### src/rtl/hex_display_ctrl.sv
// hex_display_ctrl: multi-digit hexadecimal 7-segment display controller.
//
// The value latch captures val on any edge with load high. HEX is fully
// registered and is recomputed every clock edge from the latched value, the
// live lz_blank and blink_mask inputs, and the blink phase. Segments are
// active-low and ordered gfedcba. Digit i occupies HEX[7i+6:7i].
//
// Optional feature macro: HEXDISP_BLINK_EN
//   defined   - a blink counter and phase register are built. While the
//               phase is high, every digit with blink_mask[i]=1 is dark.
//   undefined - no blink state is built. The phase is a constant 0, so
//               blink_mask has no effect on the display.
module hex_display_ctrl #(
    parameter int NDIGITS   = 8,
    parameter int BLINK_DIV = 25000000
) (
    input  logic                   clk,
    input  logic                   rst_n,
    input  logic                   load,
    input  logic [4*NDIGITS-1:0]   val,
    input  logic                   lz_blank,
    input  logic [NDIGITS-1:0]     blink_mask,
    output logic [7*NDIGITS-1:0]   HEX
);

    localparam logic [6:0] SEG_BLANK = 7'b1111111;

    // Active-low gfedcba pattern for one hexadecimal nibble.
    function automatic logic [6:0] hex_to_seg(input logic [3:0] nib);
        logic [6:0] seg;
        case (nib)
            4'h0:    seg = 7'b1000000;
            4'h1:    seg = 7'b1111001;
            4'h2:    seg = 7'b0100100;
            4'h3:    seg = 7'b0110000;
            4'h4:    seg = 7'b0011001;
            4'h5:    seg = 7'b0010010;
            4'h6:    seg = 7'b0000010;
            4'h7:    seg = 7'b1111000;
            4'h8:    seg = 7'b0000000;
            4'h9:    seg = 7'b0010000;
            4'hA:    seg = 7'b0001000;
            4'hB:    seg = 7'b0000011;
            4'hC:    seg = 7'b1000110;
            4'hD:    seg = 7'b0100001;
            4'hE:    seg = 7'b0000110;
            4'hF:    seg = 7'b0001110;
            default: seg = SEG_BLANK;
        endcase
        return seg;
    endfunction

    logic [4*NDIGITS-1:0] r_val_q;
    logic [7*NDIGITS-1:0] r_hex;
    logic [7*NDIGITS-1:0] w_hex_next;
    // w_zero_run[i] = 1 when nibbles NDIGITS-1 down to i are all zero.
    // The extra top bit seeds the chain so the loop needs no special case.
    logic [NDIGITS:0]     w_zero_run;
    logic                 w_phase;

    // Value latch: capture val whenever load is high, otherwise hold.
    always_ff @(posedge clk or negedge rst_n) begin
        if (!rst_n) begin
            r_val_q <= '0;
        end else if (load) begin
            r_val_q <= val;
        end else begin
            r_val_q <= r_val_q;
        end
    end

`ifdef HEXDISP_BLINK_EN
    localparam int CW = (BLINK_DIV > 1) ? $clog2(BLINK_DIV) : 1;
    localparam logic [CW-1:0] CNT_LAST = CW'(BLINK_DIV - 1);

    logic [CW-1:0] r_blink_cnt;
    logic          r_phase;

    // Blink timebase. A load restarts a full visible half-period, and it
    // takes priority over a wrap that falls on the same edge.
    always_ff @(posedge clk or negedge rst_n) begin
        if (!rst_n) begin
            r_blink_cnt <= '0;
            r_phase     <= 1'b0;
        end else if (load) begin
            r_blink_cnt <= '0;
            r_phase     <= 1'b0;
        end else if (r_blink_cnt == CNT_LAST) begin
            r_blink_cnt <= '0;
            r_phase     <= ~r_phase;
        end else begin
            r_blink_cnt <= r_blink_cnt + {{(CW-1){1'b0}}, 1'b1};
            r_phase     <= r_phase;
        end
    end

    assign w_phase = r_phase;
`else
    assign w_phase = 1'b0;
`endif

    // Leading-zero detection, built from the most significant nibble downward.
    always_comb begin
        w_zero_run          = '0;
        w_zero_run[NDIGITS] = 1'b1;
        for (int i = NDIGITS - 1; i >= 0; i--) begin
            w_zero_run[i] = w_zero_run[i+1] & (r_val_q[4*i +: 4] == 4'h0);
        end
    end

    // Next display image. Leading-zero blanking and blink blanking combine
    // with OR. Digit 0 is never blanked for leading zeros.
    always_comb begin
        w_hex_next = '1;
        for (int i = 0; i < NDIGITS; i++) begin
            if ((lz_blank && (i != 0) && w_zero_run[i]) ||
                (w_phase && blink_mask[i])) begin
                w_hex_next[7*i +: 7] = SEG_BLANK;
            end else begin
                w_hex_next[7*i +: 7] = hex_to_seg(r_val_q[4*i +: 4]);
            end
        end
    end

    // Output register. Reset leaves every digit dark.
    always_ff @(posedge clk or negedge rst_n) begin
        if (!rst_n) begin
            r_hex <= '1;
        end else begin
            r_hex <= w_hex_next;
        end
    end

    assign HEX = r_hex;

endmodule

### config.mk
export PLATFORM = sky130hd
export DESIGN_NAME = hex_display_ctrl
export DESIGN_NICKNAME = d
export VERILOG_FILES = /design/src/rtl/hex_display_ctrl.sv
export SDC_FILE = /design/constraint.sdc
export NUM_CORES = 1
export LEC_CHECK = 0
export CAP_MARGIN = 20
export CORE_ASPECT_RATIO = 0.75
export CORE_MARGIN = 4
export CORE_UTILIZATION = 47
export CTS_BUF_LIST = sky130_fd_sc_hd__clkbuf_16
export DETAILED_ROUTE_END_ITERATION = 6
export GPL_TIMING_DRIVEN = 0
export PLACE_DENSITY = 0.77
export SYNTH_ARGS = -nofsm -noshare
export SYNTH_HDL_FRONTEND = slang
export SYNTH_SLANG_ARGS = --single-unit
### constraint.sdc
create_clock -name clk -period 1.65 [get_ports clk]
set_input_delay 0.33 -clock clk [delete_from_list [all_inputs] [get_ports clk]]
set_output_delay 0.33 -clock clk [all_outputs]
set_load 0.05 [all_outputs]
* After elaboration in Yosys (flattened, before gate mapping)
Memory sizes are Yosys's and may differ from the RTL's. A register that Yosys moved wholly into a read port is not among the register bits.
Index checks and enable logic that the tools add are counted.
** Word-level totals
- Memories kept :: 8
- Register bits :: 88
- Word-level logic and storage cells :: 38
- Bits in read-only memories :: 896
- Output and inout port bits :: 56
** Memory list
- (name not given) :: depth 16, width 7, read ports 1, clocked after memory_dff 1, write ports 0, line 31 : case (nib)
- (name not given) :: depth 16, width 7, read ports 1, clocked after memory_dff 0, write ports 0, line 31
- (name not given) :: depth 16, width 7, read ports 1, clocked after memory_dff 0, write ports 0, line 31
- (name not given) :: depth 16, width 7, read ports 1, clocked after memory_dff 0, write ports 0, line 31
- (name not given) :: depth 16, width 7, read ports 1, clocked after memory_dff 0, write ports 0, line 31
- (name not given) :: depth 16, width 7, read ports 1, clocked after memory_dff 0, write ports 0, line 31
- 2 more memories
** Cells by class
- Reduce and logical (&&, ||, !) cells :: 15
- Multiplexer cells :: 7
- Bitwise operators :: 6
** Operator list (number)
- $mux 7 :: 7
- $logic_not 4->1 :: 7
- $logic_and 1x1->1 :: 7
- $and 1x1->1 :: 6
- $logic_not 1->1 :: 1

* Depth between registers and ports, before layout
Gate-level depths: netlist (run 1).
- Depth in word-level cells :: 9
- Mapped depth :: 7
- Gate-level depth less buffers :: 6

* Worst setup path before layout (run 1)
OpenSTA, ideal clock, no wires.
- Path type :: register to register
- From :: reg r_val_q[28]
- To :: reg r_hex[12], in the netlist HEX[12]
- Buffers on the path :: 1
- Clock period less this slack :: 1.716 ns
- Cell stages (with the launch flop) :: 8
- Data required time :: 1.564 ns
- Arrival time :: 1.630 ns
- Path slack :: -0.066 ns
- Path through :: dfrtp_1 inv_1 ha_1 and4bb_4 nand4_4 buf_6 o21a_1 o31ai_2
** On the way
- Cells in the longest elaborated chain, start to end :: 9
** Ends and longest elaborated chain
- from (decl) :: line 53 : logic [4*NDIGITS-1:0] r_val_q;
- from (signal assigned) :: line 66 : r_val_q <= val;
- from (signal assigned) :: line 68 : r_val_q <= r_val_q;
- $logic_not 4->1 :: line 107 : w_zero_run[i] = w_zero_run[i+1] & (r_val_q[4*i +: 4] == 4'h0);
- $and 1x1->1 (6 in series) :: line 107
- $logic_and 1x1->1 :: line 116 : if ((lz_blank && (i != 0) && w_zero_run[i]) ||
- $mux 7 :: line 116
- via w_hex_next[12] :: line 55 : logic [7*NDIGITS-1:0] w_hex_next;
- to (signal assigned) :: line 130 : r_hex <= w_hex_next;
- to (decl) :: line 54 : logic [7*NDIGITS-1:0] r_hex;
The timed path passes the listed nets, and every way through them passes these cells.
A chain may end at the register's enable or synchronous reset.

* Worst setup path after layout (run 1)
- From :: reg r_val_q[13]
- To :: reg r_hex[8], in the netlist HEX[8]
** On the way
- Cells in the longest elaborated chain, start to end :: 6
** Ends and longest elaborated chain (line)
- $logic_not 4->1 :: 107
- $and 1x1->1 (3 in series) :: 107
- $logic_and 1x1->1 :: 116
- $mux 7 :: 116
- via w_hex_next[8] :: 55
The timed path passes the listed nets, and every way through them passes these cells.

==> results of run 1 <==
layout by cell type (no fill, tap or decap), drive strengths merged, types with 16 or more instances in the layout:
cell,synthesis,routed
a21oi,19,19
buf,6,37
clkbuf,23,31
clkdlybuf4s15,0,56
clkdlybuf4s50,0,33
dfrtp,32,32
dfstp,56,56
ha,42,42
inv,25,28
mux2,19,19
nand2,60,60
nor2,16,16
o211ai,29,29
o21ai,43,43
critical path, delay by kind of cell (launching register included):
kind                       cells  cell delay [ns]
DFF                            1             0.40
buffers and inverters          1             0.10
and+or+nand+nor                3             0.83
adders and majority gates      1             0.14
AOI/OAI and AO/OA              1             0.18
cell usage after synthesis, types with 2 or more instances:
library cell / instances
nand2_1: 60
dfstp_2: 56
o21ai_0: 43
ha_1: 42
dfrtp_1: 32
o211ai_1: 29
inv_1: 25
clkbuf_1: 23
a21oi_1: 19
mux2_2: 19
nor2_1: 16
nand2b_1: 15
mux2i_1: 11
nand3_1: 10
o21a_1: 8
nor2b_1: 4
or2_2: 4
a31oi_1: 3
mux4_2: 3
nand3b_1: 3
nor3_1: 3
nor3b_1: 3
o31ai_1: 3
o31ai_2: 3
a211oi_1: 2
buf_1: 2
buf_2: 2
buf_6: 2
o221ai_1: 2
flip-flops by register name, indices dropped and copies added, names as in the netlist:
signal   cells
r_val_q     32
HEX         56
path summary, 6_finish.rpt:
check / startpoint / end / slack [ns] / cells after the start
hold reg to reg: r_val_q[2] / HEX[4] / 0.58 / 2
hold / removal: load / r_val_q[17] / 0.42 / 2
min in group asynchronous: rst_n / r_val_q[27] / 0.44 / 2
setup / recovery: r_val_q[13] / HEX[8] / -0.08 / 6
setup reg to reg: r_val_q[13] / HEX[8] / -0.08 / 6
max in group asynchronous: rst_n / HEX[30] / 0.57 / 3
what timing repair did:
action	in CTS	in global routing
hold buffers	1	0
gates resized for setup	191	12
hold endpoints to repair	9	0
setup endpoints to repair	86	30
pin swaps	5	6
buffers inserted	21	8
per-stage QoR:
stage	util	total power, mW	setup slack [ns]	setup TNS [ns]
after floorplan	-	4.431	0.02772	0
after detailed placement	0.6040	5.200	-0.3767	-8.831
after global placement	0.6014	5.143	-2.732	-193.57
after CTS	0.6643	7.190	-0.06732	-0.3118
final	0.6747	7.192	-0.08013	-0.3108
after global routing	0.6747	7.558	-0.1409	-1.701
final cells by class:
type	instances	area (sq um)
Buffer	28	122.6
Clock buffer	9	225.2
Clock inverter	7	57.56
Fill cell	747	3192
Inverter	25	98.84
Multi-Input combinational cell	321	2451
Sequential cell	88	2277
Tap cell	132	165.2
Timing Repair Buffer	121	1224
kinds of logic (layout without fill, tap and decap cells):
kind of cell / Yosys count / count (layout)
compound gates: 120 / 120
fa+ha+maj: 42 / 42
buf+inv: 54 / 190
flops: 88 / 88
mux: 33 / 33
simple gates: 126 / 126
power breakdown:
part | switching (mW) | total (mW) | internal, mW
Combinational | 1.58 | 2.48 | 0.903
Clock | 0.782 | 1.93 | 1.15
Sequential | 0.166 | 2.78 | 2.62
per-layer routing:
metal	track usage	vias up	part of all wire
met2	0.3233	122	0.49
met3	0.04535	14	0.057
met5	0	-	0
met1	0.2474	1898	0.44
met4	0.05748	0	0.013
li1	-	1864	-
==> flow_metrics.tcl, run 1 <==
set metrics [dict create \
    criticalPathCategory "reg -> reg" \
    core_area_sq_mm 0.009813 \
    clock_path_buffers 2 \
    synth_nets 549 \
    grt_setup_unrepaired "yes" \
    startpoint_type "register" \
    clock_sinks 88 \
    maxCapViolations 0 \
    synth_mux_area_frac 0.08145 \
    row_count 31 \
    synth_fa_ha_area_frac 0.1093 \
    outcome "finished with violations" \
    setup-violations-final 11 \
    synthesis.area_sq_mm 0.004808 \
    wire_per_inst_microns 15.62 \
    grt_antenna_before_repair 0 \
    avgSynthCellArea_sq_um 10.39 \
    worstPathMaxFanout 4 \
    crit_chain "inv_2 > ha_4 > nor3b_4 > nand4_1 > or2_4 > o31ai_2" \
    synth_edf_count 0 \
    slew_viol_final 0 \
    antenna_left 0 \
    drtIter0Drc 299 \
    fin_crit_ns 1.730 \
    fmaxAchievable_mhz 578.0 \
    async_flop_share 1.000 \
    violations "negative setup slack" \
    synthCells 463 \
    cp-end-kind "register" \
    clock-root-buffer "clkbuf_16" \
    synth_xor_area_frac 0 \
    clkSlewWorstSetupHoldPaths_ns 0.06 \
    grt_max_degree 67 \
    hold_violations 0 \
    synth_seq_cells 88 \
    viasPerCell 5.332 \
    synth_area_leader_cell "dfstp_2" \
    cts_tree "done" \
    skew_ns 0.01024 \
    overflow 0 \
    grt.total_usage 0.1912 \
    drive_gt1_frac 0.3689 \
    yosys_warnings 0 \
    slowest_stage "dfrtp_1" \
    first_pass_iters 5 \
    synth_compound_area_frac 0.1590 \
    hpwl_microns 7877 \
    holdWs_ns 0.4245 \
    num_vias 3898 \
    layout.cells.non_filler 731 \
    ys.flop_type "dfstp_2" \
    antenna_cells 0 \
    fin_crit_sh 1.049 \
    finalWeightedCongestion 0.9039 \
    place_area_sq_mm 0.005927 \
    fin_area_sq_mm 0.006621 \
    synth.yosys.seq_area_share 0.4725 \
    drc 0 \
    irDropWorstVdd_v 0.0007138 \
    grt_pass1_vias 3766 \
    insertion_delay_ns 0.33 \
    hold_class "in -> reg" \
    power_density_mw_per_mm2 1086 \
    dieHeight_microns 95.60 \
    routed_wl_microns 11420 \
    p_leak_nw 2.760 \
    cp.arrival_ns 1.98 \
    syn2layout_area_growth_pct 37.70 \
    yosysUniqueCellTypes 45 \
    dp_cells 686 \
    synthTopCellsByArea "dfstp_2 31%, dfrtp_1 17%, ha_1 11%, nand2_1 4.7%, o211ai_1 4.5%" \
    max_stage_delay_ns 0.40 \
    relSlewSlack 0.4753 \
    htreeDepth 3 \
    port_buffers 90 \
    grt_first_pass_wirelength_microns 18240 \
    required_ns 1.90 \
    synth_top_family_by_area "compound AO/OA/AOI/OAI gates" \
    worst_slew_pin_slew_ns 0.7871 \
    start_util 0.4900 \
    finalNetCount 680 \
    io_pins 100 \
    die-area_sq_mm 0.01193 \
    setup_ws_ns -0.08013 \
    numCtsBuffers 9 \
    die-width_microns 124.8 \
    synth_top_area_frac 0.3060 \
    synth-simple-area-share 0.1319 \
]
No activity file was read; power rests on OpenSTA's default activity.
==> run 2: changes to the inputs <==
--- a/config.mk
+++ b/config.mk
@@ -13,5 +13,5 @@
 export DETAILED_ROUTE_END_ITERATION = 6
 export GPL_TIMING_DRIVEN = 0
-export PLACE_DENSITY = 0.77
+export PLACE_DENSITY = 0.8
 export SYNTH_ARGS = -nofsm -noshare
 export SYNTH_HDL_FRONTEND = slang
==> constraint.sdc (replaced) <==
create_clock -name clk -period 1.65 [get_ports clk]
set_input_delay 0.33 -clock clk [delete_from_list [all_inputs] [get_ports clk]]
set_output_delay 0.33 -clock clk [all_outputs]
set_load 0.1 [all_outputs]
==> flow_metrics.tcl, run 2 (synthesis gave the netlist of run 1 again) <==
set metrics [dict create \
    grt_first_pass_wirelength_microns 18880 \
    p_switching_mw 3.391 \
    p_seq_frac 0.344 \
    dieHeight_microns 95.60 \
    core_area_sq_mm 0.009813 \
    p_comb_frac 0.397 \
    clkSlewWorstSetupHoldPaths_ns 0.06 \
    grt.total_usage 0.1969 \
    routed_wl_microns 11480 \
    fmaxAchievable_mhz 594.0 \
    fin_area_sq_mm 0.006266 \
    p_leak_nw 2.756 \
    clock_path_buffers 2 \
    startpoint_type "register" \
    antenna_left 0 \
    hold_violations 0 \
    critPathTopFamily "simple AND/OR/NAND/NOR gates" \
    worstPathMaxFanout 5 \
    hold_class "in -> async" \
    swShare 0.4214 \
    wire_per_inst_microns 15.79 \
    overflow 0 \
    cp.arrival_ns 1.93 \
    power_density_mw_per_mm2 1284 \
    place_area_sq_mm 0.005927 \
    first_pass_iters 5 \
    viasPerCell 5.327 \
    grt_pass1_vias 3933 \
    syn2layout_area_growth_pct 30.31 \
    p_clk_frac 0.259 \
    fillCellCount 771 \
    cts_tree "done" \
    grt_max_degree 68 \
    setup-violations-final 4 \
    clock-root-buffer "clkbuf_16" \
    p_total_mw 8.046 \
    finalNetCount 676 \
    crit_chain "inv_2 > ha_4 > and4bb_4 > nand4_4 > buf_6 > o21a_1 > o31ai_2" \
    skew_ns 0.008117 \
    slowest_stage "dfrtp_1" \
    numCtsBuffers 9 \
    io_pins 100 \
    cp-end-kind "register" \
    row_count 31 \
    relSlewSlack 0.5066 \
    largest_reg_flops 56 \
    holdWs_ns 0.4249 \
    htreeDepth 3 \
    maxCapViolations 0 \
    final_cell_mix "59 x nand2_1, 56 x dfstp_2, 55 x buf_2, 42 x o21ai_0" \
    drc 0 \
    worst_slew_pin_slew_ns 0.7401 \
    regArea_sq_mm 0.002278 \
    fin_crit_ns 1.683 \
    start_util 0.4900 \
    fin_crit_sh 1.020 \
    worst-path-buf-inv 2 \
    die-area_sq_mm 0.01193 \
    finalWeightedCongestion 0.9485 \
    required_ns 1.90 \
    outcome "finished with violations" \
    setup_ws_ns -0.03340 \
    clock_sinks 88 \
    drive_gt1_frac 0.3664 \
    max_stage_delay_ns 0.39 \
    multi_input_area_sq_mm 0.002444 \
    p_int_mw 4.655 \
    port_buffers 90 \
    criticalPathCategory "reg -> reg" \
    violations "negative setup slack" \
    grt_setup_unrepaired "yes" \
    num_vias 3873 \
    hpwl_microns 7803 \
    antenna_cells 0 \
    drtIter0Drc 306 \
    grt_antenna_before_repair 0 \
    die-width_microns 124.8 \
    preCtsSetupSlack_ns -0.3812 \
    slew_viol_final 0 \
    irDropWorstVdd_v 0.0008237 \
    insertion_delay_ns 0.33 \
    layout_commonest_cell "nand2_1" \
]
[run 2: cell count changes in the layout (fill, tap and decap cells not counted), moves of 2 or more]
cell | previous run | this run
clkdlybuf4s15_2 | 56 | 0
ha_2 | 2 | 4
buf_2 | 2 | 55
a21oi_1 | 16 | 18
buf_4 | 30 | 26
clkbuf_4 | 0 | 2
a21oi_2 | 3 | 1
[run 2: timing repair]
item                                    CTS  global route
pin swaps                                 8             6
gates resized for setup                 303            16
buffers inserted                         24             1
endpoints found under the hold margin     8             0
endpoints found under the setup margin   86            37
hold buffers                              1             0
[run 2: final timing paths]
kind | start | end | slack, ns | cells after the start
min reg2reg | r_val_q[2] | HEX[4] | 0.56 | 2
max reg2reg | r_val_q[28] | HEX[12] | -0.03 | 7
max in group asynchronous | rst_n | HEX[38] | 0.58 | 3
max | r_val_q[28] | HEX[12] | -0.03 | 7
min in group clk | load | r_val_q[16] | 0.46 | 2
min | rst_n | r_val_q[27] | 0.42 | 2
[run 2: routing by layer]
layer,wire [microns],GRT usage
met1,4885,0.2368
met2,5716,0.3534
met3,649,0.04479
met4,227,0.06752
met5,0,0
[run 2: worst register-to-register path, stage by stage (launching register included)]
cell      delay, ns
dfrtp_1        0.39
inv_2          0.08
ha_4           0.14
and4bb_4       0.29
nand4_4        0.14
buf_6          0.16
o21a_1         0.20
o31ai_2        0.18
[run 2: power by group through the flow]
stage / combinational [mW] / clock [mW] / sequential [mW]
final: 3.19 / 2.08 / 2.77
after global routing: 3.36 / 2.23 / 2.81
after CTS: 3.17 / 2.12 / 2.77
after detailed placement: 3.25 / 0 / 2.82
after global placement: 3.21 / 0 / 2.81
after floorplan: 0.776 / 0 / 4.55
[run 2: cell type report]
class / count / share of cell area
Clock inverter: 7 / 0.01278
Tap cell: 132 / 0.02636
Sequential cell: 88 / 0.3636
Inverter: 25 / 0.01538
Multi-Input combinational cell: 321 / 0.3900
Timing Repair Buffer: 117 / 0.1360
Buffer: 28 / 0.01997
Clock buffer: 9 / 0.03594
[run 2: per-stage QoR]
stage / TNS (ns) / std cells / util
detailed placement: -25.94 / 686 / 0.6040
floorplan: 0 / 463 / -
finish: -0.08462 / 727 / 0.6385
CTS: -0.1294 / 727 / 0.6332
global route: -0.5979 / 727 / 0.6385
global placement: -209.21 / 685 / 0.6014
